File: config.mk
export PLATFORM = sky130hd
export DESIGN_NAME = instr_sequencer_flat
export DESIGN_NICKNAME = d
export VERILOG_FILES = /design/src/rtl/instr_sequencer_if.sv /design/src/rtl/instr_sequencer.sv /design/src/flat_wrapper.sv
export SDC_FILE = /design/constraint.sdc
export NUM_CORES = 1
export LEC_CHECK = 0
export CAP_MARGIN = 20
export CORE_MARGIN = 2
export CORE_UTILIZATION = 45
export DETAILED_ROUTE_END_ITERATION = 8
export DONT_BUFFER_PORTS = 1
export PLACE_DENSITY_LB_ADDON = 0.2
export SYNTH_ARGS = -nofsm -noshare
export SYNTH_HDL_FRONTEND = slang
export SYNTH_SLANG_ARGS = --single-unit
File: constraint.sdc
create_clock -name clk -period 10.75 [get_ports clk]
set_input_delay 1.075 -clock clk [delete_from_list [all_inputs] [get_ports clk]]
set_output_delay 1.075 -clock clk [all_outputs]
set_load 0.01 [all_outputs]
File: src/rtl/instr_sequencer_if.sv
// ---------------------------------------------------------------------------
// instr_sequencer_if
//   Instruction bus between the program sequencer and the register-file
//   instruction processor.
//
//   Signals:
//     instr     [2:0]   processor opcode
//     reg1      [4:0]   read address 1
//     reg2      [4:0]   read address 2
//     reg3      [4:0]   write address
//     const_val [15:0]  constant operand ("const" is a reserved word)
//     done              processor done flag, doubles as issue/complete
//                       handshake
//
//   Modports:
//     master  the sequencer: drives the instruction fields, reads done
//     slave   the processor: reads the instruction fields, drives done
// ---------------------------------------------------------------------------
interface instr_sequencer_if;
    logic [2:0]  instr;
    logic [4:0]  reg1;
    logic [4:0]  reg2;
    logic [4:0]  reg3;
    logic [15:0] const_val;
    logic        done;

    modport master (
        output instr, reg1, reg2, reg3, const_val,
        input  done
    );

    modport slave (
        input  instr, reg1, reg2, reg3, const_val,
        output done
    );
endinterface

File: src/rtl/instr_sequencer.sv
// ---------------------------------------------------------------------------
// instr_sequencer
//   Holds a small instruction program written through a load port and, on
//   start, feeds it one word at a time to the register-file instruction
//   processor. The processor's done flag is the handshake: at every clock
//   edge with done high the processor begins executing whatever fields are
//   present, so the next word is selected combinationally from done and
//   appears in time for the edge at which the processor restarts. While no
//   program word is being presented the bus shows a harmless idle read
//   (opcode 001, all other fields zero).
//
//   Ports:
//     clk, rst_n    clock, synchronous active-low reset
//     load_en       write program word (dropped while busy)
//     load_addr     program write address
//     load_data     {instr[33:31], reg1[30:26], reg2[25:21], reg3[20:16],
//                    const[15:0]}
//     prog_len      number of words to run (0..DEPTH), sampled on start
//     start         begin a run (ignored while busy)
//     bus           instruction fields out, done in (master modport)
//     busy          run in progress
//     finished      high from run completion until the next start
//     issue_count   words issued in the current run
//     timeout_err   watchdog fired
//
//   Optional feature, macro ISSUE_TIMEOUT_EN:
//     When defined, a watchdog counts consecutive busy cycles with done low;
//     after TIMEOUT of them the run is abandoned and timeout_err is set
//     (sticky until reset or the next start). When undefined there is no
//     counter and timeout_err is constant 0.
// ---------------------------------------------------------------------------
module instr_sequencer #(
    parameter int ADDR_W  = 4,
    parameter int DEPTH   = 16,
    parameter int TIMEOUT = 32
) (
    input  logic                  clk,
    input  logic                  rst_n,
    input  logic                  load_en,
    input  logic [ADDR_W-1:0]     load_addr,
    input  logic [33:0]           load_data,
    input  logic [ADDR_W:0]       prog_len,
    input  logic                  start,
    instr_sequencer_if.master     bus,
    output logic                  busy,
    output logic                  finished,
    output logic [ADDR_W:0]       issue_count,
    output logic                  timeout_err
);

    localparam logic [33:0]   IDLE_WORD = {3'b001, 31'd0};
    localparam logic [ADDR_W:0] ONE     = (ADDR_W + 1)'(1);

    logic [33:0]     mem [0:DEPTH-1];
    logic [ADDR_W:0] pc;
    logic [ADDR_W:0] len;
    logic            issued;
    logic [ADDR_W:0] sel;
    logic [33:0]     word;

    // Program memory is not reset; writes only land while idle so a running
    // program can never be modified under the processor.
    always_ff @(posedge clk) begin
        if (load_en && !busy) begin
            mem[load_addr] <= load_data;
        end
    end

    // Once the current word has been issued, a high done means the processor
    // restarts at this edge, so look one entry ahead. Keeping this path
    // combinational is what lets back-to-back instructions issue with no gap.
    always_comb begin
        sel  = (issued && bus.done) ? pc + ONE : pc;
        word = IDLE_WORD;
        if (busy && (sel < len)) begin
            word = mem[sel[ADDR_W-1:0]];
        end
    end

    assign bus.instr     = word[33:31];
    assign bus.reg1      = word[30:26];
    assign bus.reg2      = word[25:21];
    assign bus.reg3      = word[20:16];
    assign bus.const_val = word[15:0];

`ifdef ISSUE_TIMEOUT_EN
    localparam int              TO_W    = $clog2(TIMEOUT + 1);
    localparam logic [TO_W-1:0] TO_LAST = TO_W'(TIMEOUT - 1);

    logic [TO_W-1:0] to_cnt;

    // Counts consecutive stalled busy cycles; any done edge clears it.
    always_ff @(posedge clk) begin
        if (!rst_n || bus.done || !busy) begin
            to_cnt <= '0;
        end else begin
            to_cnt <= to_cnt + TO_W'(1);
        end
    end
`else
    // The watchdog limit has no meaning without the counter.
    assign timeout_err = (TIMEOUT < 0);
`endif

    always_ff @(posedge clk) begin
        if (!rst_n) begin
            busy        <= 1'b0;
            pc          <= '0;
            issued      <= 1'b0;
            issue_count <= '0;
            finished    <= 1'b0;
`ifdef ISSUE_TIMEOUT_EN
            timeout_err <= 1'b0;
`endif
        end else if (!busy) begin
            if (start) begin
                // An empty program completes on the start edge itself.
                busy        <= (prog_len != '0);
                finished    <= (prog_len == '0);
                len         <= prog_len;
                pc          <= '0;
                issued      <= 1'b0;
                issue_count <= '0;
`ifdef ISSUE_TIMEOUT_EN
                timeout_err <= 1'b0;
`endif
            end
`ifdef ISSUE_TIMEOUT_EN
        end else if (!bus.done && (to_cnt == TO_LAST)) begin
            // Abandon the run; the bus falls back to the idle word.
            busy        <= 1'b0;
            finished    <= 1'b0;
            timeout_err <= 1'b1;
`endif
        end else if (bus.done) begin
            if (sel < len) begin
                pc          <= sel;
                issued      <= 1'b1;
                issue_count <= issue_count + ONE;
            end else if (issued) begin
                // Last word completed; the processor starts the idle read now.
                busy     <= 1'b0;
                finished <= 1'b1;
            end
        end
    end

endmodule
File: src/flat_wrapper.sv
// flat-port wrapper written by rule: the top's interface ports become plain ports
module instr_sequencer_flat 
#(
    parameter int ADDR_W  = 4,
    parameter int DEPTH   = 16,
    parameter int TIMEOUT = 32
)
  (clk, rst_n, load_en, load_addr, load_data, prog_len, start, busy, finished, issue_count, timeout_err, bus_instr, bus_reg1, bus_reg2, bus_reg3, bus_const_val, bus_done);
  instr_sequencer_if bus_i ();
  input  logic clk;
  input  logic rst_n;
  input  logic load_en;
  input  logic [ADDR_W-1:0] load_addr;
  input  logic [33:0] load_data;
  input  logic [ADDR_W:0] prog_len;
  input  logic start;
  output logic busy;
  output logic finished;
  output logic [ADDR_W:0] issue_count;
  output logic timeout_err;
  output wire logic [$bits(bus_i.instr)-1:0] bus_instr;
  output wire logic [$bits(bus_i.reg1)-1:0] bus_reg1;
  output wire logic [$bits(bus_i.reg2)-1:0] bus_reg2;
  output wire logic [$bits(bus_i.reg3)-1:0] bus_reg3;
  output wire logic [$bits(bus_i.const_val)-1:0] bus_const_val;
  input wire logic [$bits(bus_i.done)-1:0] bus_done;
  assign bus_instr = bus_i.instr;
  assign bus_reg1 = bus_i.reg1;
  assign bus_reg2 = bus_i.reg2;
  assign bus_reg3 = bus_i.reg3;
  assign bus_const_val = bus_i.const_val;
  assign bus_i.done = bus_done;
  instr_sequencer #(.ADDR_W(ADDR_W), .DEPTH(DEPTH), .TIMEOUT(TIMEOUT)) u_core (.clk(clk), .rst_n(rst_n), .load_en(load_en), .load_addr(load_addr), .load_data(load_data), .prog_len(prog_len), .start(start), .bus(bus_i), .busy(busy), .finished(finished), .issue_count(issue_count), .timeout_err(timeout_err));
endmodule
==> impl_metrics.toml, run 1 <==
[power]
power-per-cell-area_mw_per_mm2 = 154
p_leak_nw = 9.45
ir_drop_v = 0.000118
comb_power_share = 0.037
p_seq_frac = 0.534
p_sw_frac = 0.211
p_switching_mw = 0.962
p_int_mw = 3.60
clockPowerShare = 0.428

[route]
drt_iter0_drc = 1802
wire_per_inst_um = 24.1
num_vias = 20200
drc = 0
post_drt_via_cell_ratio = 6.36
ant_nets = 0
finalWirelength_mm = 76.5
dr.pass1.iters = 5

[sta]
hold_viol_final = 0
worst_slack_ns = 4.67
rsz0062_at_grt = "false"
period_needed_ns = 6.08
fmax_mhz = 164
finalMaxSlewViolations = 0
max_slew_margin = 0.233
period_share = 0.566
fin_tns_setup_ns = 0
setup_viol = 0
worst_pin_slew_ns = 1.15
fin_hold_ws_ns = 0.503
fin_worst_skew_ns = 0.0111

[clock_tree]
cts_root_buffer = "clkbuf_16"
cts_hold_buffers = 0
clock_latency_ns = 0.62
cts_max_level = 2
cts_setup_buffers = 0
cts_inserted_buffers = 59
clock_sinks = 562
cts.clk_slew.worst_paths_ns = 0.06
cts_buffer_depth = 3
cts-resized-gates = 0
cts_tree = "built"

[logic_synthesis]
yosys_warnings = 0
ys_ff_latch = 562
synth_area_leader_cell = "edfxtp_1"
synth_nets = 2535
synth.avg_cell_area_um2 = 11.0
synthFlopType = "edfxtp_1"
async_reset_ff_frac = 0
syn_area_mm2 = 0.0274
ys_seq_area_frac = 0.612
synth_edf_count = 549
synthTopCellsByArea = "edfxtp_1 60%, a21oi_1 3.8%, o21ai_0 3.7%"
synth_cell_types = 53
postSynthCellCount = 2481
synth_top_cell_area_share = 0.602

[die]
row_count = 90
core_mm2 = 0.0602
dieArea_mm2 = 0.0628
die_h_um = 251
pin_count = 90
initial_utilization = 0.454
die_w_um = 251

[placement]
dp_hpwl_mm = 36.9
dp_slack_ns = 4.66
place.gp.congestion = 0.783
portBuffers = 0

[cells_and_area]
nNetsFinal = 2400
drive_above_1_share = 0.0756
area_growth_pct = 8.66
antenna_cells = 0
fin_util = 0.494
fillers = 5212

[setup_path]
r2r_setup_slack_ns = 6.54
crit_path_start_kind = "flip-flop"
worstPathArrival_ns = 5.01
cp-end-kind = "output pin"
setup.worst_path.start = "u_core.pc[1]$_SDFFE_PN0P_"
cp_max_fo = 73
worstSetupPathType = "flip-flop to output pin"
reg2reg_from = "u_core.pc[1]$_SDFFE_PN0P_"
cp_data_required_time_ns = 9.68

[global_routing]
grt_pass1_wl_mm = 118
antenna_found_initial = 0
grt_pass1_vias = 19800
grtUsageTotal = 0.240
grt_max_degree = 235
grt.overflow.total = 0

[run]
maxCapViolations = 0

[status]
outcome = "finished clean"

[min_path]
hold_start = "u_core.pc[4]$_SDFFE_PN0P_"
worstHoldPathType = "flip-flop to flip-flop"
cell usage after synthesis (37+ instances only):
cell	number
o21ai_0	203
inv_1	108
nand2b_1	37
and3_1	38
a31oi_1	67
nand3_1	172
nor3_1	138
nor2b_1	132
edfxtp_1	549
clkbuf_1	173
nand2_1	218
a21oi_1	206
power by group through the flow:
stage                     clock [mW]  combinational, mW  sequential, mW
final                           1.96              0.170            2.44
after CTS                       1.99              0.170            2.44
after global placement             0              0.167            2.49
after detailed placement           0              0.170            2.49
after floorplan                    0              0.121            2.48
after global routing            2.08              0.184            2.44
cell usage in the layout (no fill, tap or decap), types with 61 or more instances in the layout:
| cell | n |
|---|---|
| nand3_1 | 172 |
| inv_1 | 108 |
| edfxtp_1 | 549 |
| a31oi_1 | 67 |
| o21ai_0 | 203 |
| nor2b_1 | 132 |
| nand2_1 | 216 |
| a21oi_1 | 206 |
| clkbuf_16 | 61 |
| nor3_1 | 134 |
critical path, stage by stage (launching register included):
cell,delay [ns]
dfxtp_4,0.89
ha_4,0.50
mux2i_1,0.61
inv_1,0.18
ha_1,0.22
a21oi_1,0.15
o21ai_0,0.19
or4_2,0.59
buf_4,0.40
a221oi_2,0.39
a31o_1,0.25
sequential cells by signal, summed over array words and instances (netlist names):
signal / count
u_core.busy: 1
u_core.finished: 1
u_core.mem: 544
u_core.pc: 5
u_core.issued: 1
u_core.issue_count: 5
u_core.len: 5
metrics by stage:
step	instance area (µm²)	total power [mW]	cells
final	29700	4.57	3177
after global routing	29700	4.71	3177
after CTS	29700	4.60	3175
after detailed placement	27900	2.66	3065
after global placement	27900	2.65	3065
after floorplan	27400	2.60	2481
logic make-up (layout without fill, tap and decap cells):
| kind of cell | Yosys count | in the layout | synth area share |
|---|---|---|---|
| AND/OR/NAND/NOR | 807 | 807 | 0.149 |
| AO/OA/AOI/OAI | 756 | 756 | 0.183 |
| flip-flops | 562 | 562 | 0.612 |
| buffers and inverters | 341 | 255 | 0.0496 |
| adder cells (fa/ha/maj) | 6 | 6 | 0.00274 |
| XOR/XNOR | 4 | 4 | 0.00155 |
| multiplexers | 4 | 4 | 0.00238 |
| other | 1 | 1 | 0.000137 |
layout make-up:
type | count | area [µm²] | share of cell area
clock buffer | 77 | 1590 | 0.0533
clock inverter | 33 | 245 | 0.00825
inverter | 108 | 405 | 0.0136
multi-input combinational | 1578 | 9430 | 0.317
sequential | 562 | 16800 | 0.563
tap | 782 | 978 | 0.0329
timing repair buffer | 37 | 340 | 0.0114
metal layers:
metal  share of wire  routed length, µm  global-route usage  up-vias
li1                -                  -                   -     9143
met1            0.43              32700               0.324    10200
met2            0.49              37300               0.406      726
met3           0.065               4930              0.0371      116
met4           0.020               1530              0.0657        0
met5               0                  0                   0        -
final timing paths:
| path | to | cells after the start |
|---|---|---|
| setup reg to reg | u_core.issue_count[0]$_SDFFE_PN0P_ | 10 |
| hold / removal | u_core.pc[4]$_SDFFE_PN0P_ | 2 |
| hold reg to reg | u_core.pc[4]$_SDFFE_PN0P_ | 2 |
| setup / recovery | bus_reg2[2] | 10 |
(Power assumes the default switching activity.)
==> inputs of run 2 (changes only) <==
clock period = 6.4 ns   (was 10.75 ns; I/O delays follow)
==> run 2 against run 1 <==
Against the previous run: core utilization fell by 0.14 points; setup slack lost 4.0 ns; register-to-register slack worse by 3.9 ns; design area shrank 0.27%; global-route usage rose by 0.25 points; non-clock buffer count rose by 6; sequential power rose by 68%; clock skew rose by 0.0049 ns; final cell count is essentially flat; critical path type unchanged; critical endpoint is now bus_const_val[1].
==> impl_metrics.toml, run 2 (synthesis results as in run 1) <==
[setup_path]
crit_chain = "ha_4, mux2i_1, inv_1, ha_1, nand2_1, a311oi_2, or4_2, buf_4, a221oi_1, a31o_1"
path_buf_inv = 2
worst_r2r_path_depth = 10
cp-end-kind = "output pin"
critPathCapture = "bus_const_val[1]"
cp_top_family = "simple AND/OR/NAND/NOR gates"
cp_num_cells = 10
worstSetupPathType = "flip-flop to output pin"
reg2reg_to = "u_core.issue_count[0]$_SDFFE_PN0P_"
worstPathArrival_ns = 5.06
cp_data_required_time_ns = 5.76
reg2reg_from = "u_core.pc[0]$_SDFFE_PN0P_"
max_stage_delay_ns = 1.11
setup.worst_path.start = "u_core.pc[0]$_SDFFE_PN0P_"
r2r_setup_slack_ns = 2.61
crit_slowest_cell = "or4_2"
crit_path_start_kind = "flip-flop"
cp_max_fo = 86

[sta]
period_needed_ns = 5.70
fin_worst_skew_ns = 0.0160
hold_viol_final = 0
worst_pin_slew_ns = 1.11
setup_viol = 0
max_slew_margin = 0.262
finalMaxSlewViolations = 0
fmax_mhz = 176
fin_tns_setup_ns = 0
rsz0062_at_grt = "false"
period_share = 0.890

[cells_and_area]
final_cell_mix = "549 x edfxtp_1, 216 x nand2_1, 206 x a21oi_1"
final_cells = 3176
fin_util = 0.492
nNetsFinal = 2406
area_growth_pct = 8.36
fillers = 5211
antenna_cells = 0
top_register = "u_core.mem"
final_common_cell = "edfxtp_1"
multi_input_area_mm2 = 0.00943
drive_above_1_share = 0.0752
largest_reg_flops = 544
seqCellArea_mm2 = 0.0168

[clock_tree]
cts.clk_slew.worst_paths_ns = 0.06
clock_latency_ns = 0.64
cts_hold_buffers = 0
cts_buffer_depth = 3
cts_tree = "built"
cts_setup_buffers = 0
cts_max_level = 2
cts_root_buffer = "clkbuf_16"
clock_sinks = 562
cts_inserted_buffers = 59
cts-resized-gates = 0

[die]
die_h_um = 251
die_w_um = 251
initial_utilization = 0.454
dieArea_mm2 = 0.0628
row_count = 90
core_mm2 = 0.0602
pin_count = 90

[global_routing]
grt.overflow.total = 0
grt_max_degree = 242
grtUsageTotal = 0.243
grt_pass1_wl_mm = 118
grt_pass1_vias = 19600
antenna_found_initial = 0

[route]
drt_iter0_drc = 2045
top_layer_used = "met4"
drc = 0
num_vias = 20200
ant_nets = 0
met2_wirelength_mm = 37.0
wl_met3_mm = 5.61
post_drt_via_cell_ratio = 6.37
finalWirelength_mm = 77.4
wl_met1_mm = 32.4
dr.pass1.iters = 7
wire_per_inst_um = 24.4

[placement]
numPlacedInstances = 3073
dp_hpwl_mm = 37.8
place.gp.congestion = 0.787
portBuffers = 0

[min_path]
worstHoldPathType = "primary input to flip-flop"

[power]
p_leak_nw = 9.42
power-per-cell-area_mw_per_mm2 = 253
ir_drop_v = 0.000217

[status]
outcome = "finished clean"

[run]
maxCapViolations = 0
==> run 2: cell types whose count changed in the layout (fill, tap and decap cells not counted), sizes merged <==
cell | previous run | this run
buf | 37 | 43
bufinv | 4 | 1
clkbuf | 77 | 78
clkinv | 29 | 21
inv | 108 | 111
==> run 2: per-layer routing <==
metal  up-vias  GRT usage
met3       156     0.0398
met2       777      0.403
li1       9164          -
met1     10100      0.324
met5         -          0
met4         0     0.0862
==> run 2: power by group <==
part / total, mW / internal [mW] / switching (mW) / leakage (nW)
Sequential: 4.10 / 4.08 / 0.0169 / 5.06
Clock: 3.12 / 1.72 / 1.39 / 0.829
Combinational: 0.294 / 0.0843 / 0.209 / 3.53
==> run 2: worst reg2reg max path, delay by kind of cell, from the launching register on <==
kind	cells	cell delay, ns
multiplexers	1	0.46
buffers and inverters	1	0.16
adder cells (fa/ha/maj)	2	0.54
flip-flops	1	0.93
AO/OA/AOI/OAI	3	0.48
AND/OR/NAND/NOR	3	1.11
==> run 2: stage by stage <==
| step | total power, mW | hold WS [ns] | setup WS, ns | instance area (µm²) |
|---|---|---|---|---|
| after floorplan | 4.38 | 0.467 | 2.40 | 27400 |
| final | 7.51 | 0.0975 | 0.704 | 29700 |
| after detailed placement | 4.47 | 0.487 | 1.35 | 28000 |
| after global routing | 7.74 | 0.0649 | 0.415 | 29700 |
| after global placement | 4.46 | 0.482 | 1.43 | 28000 |
| after CTS | 7.56 | 0.0606 | 0.695 | 29700 |
==> run 2: layout make-up <==
cell class,instances,area share
Clock buffer,78,0.0522
Clock inverter,25,0.00489
Inverter,108,0.0137
Multi-Input combinational cell,1578,0.318
Sequential cell,562,0.565
Tap cell,782,0.0330
Timing Repair Buffer,43,0.0134
==> run 2: worst min path at each step <==
stage | startpoint | to | depth (start not counted)
2_1_floorplan | u_core.pc[4]$_SDFFE_PN0P_ | u_core.pc[4]$_SDFFE_PN0P_ | 2
3_3_place_gp | u_core.pc[4]$_SDFFE_PN0P_ | u_core.pc[4]$_SDFFE_PN0P_ | 2
3_5_place_dp | u_core.pc[4]$_SDFFE_PN0P_ | u_core.pc[4]$_SDFFE_PN0P_ | 2
4_1_cts | load_data[14] | u_core.mem[3][14]$_DFFE_PP_ | 0
5_1_grt | load_data[14] | u_core.mem[3][14]$_DFFE_PP_ | 0
6_report | load_data[14] | u_core.mem[3][14]$_DFFE_PP_ | 0
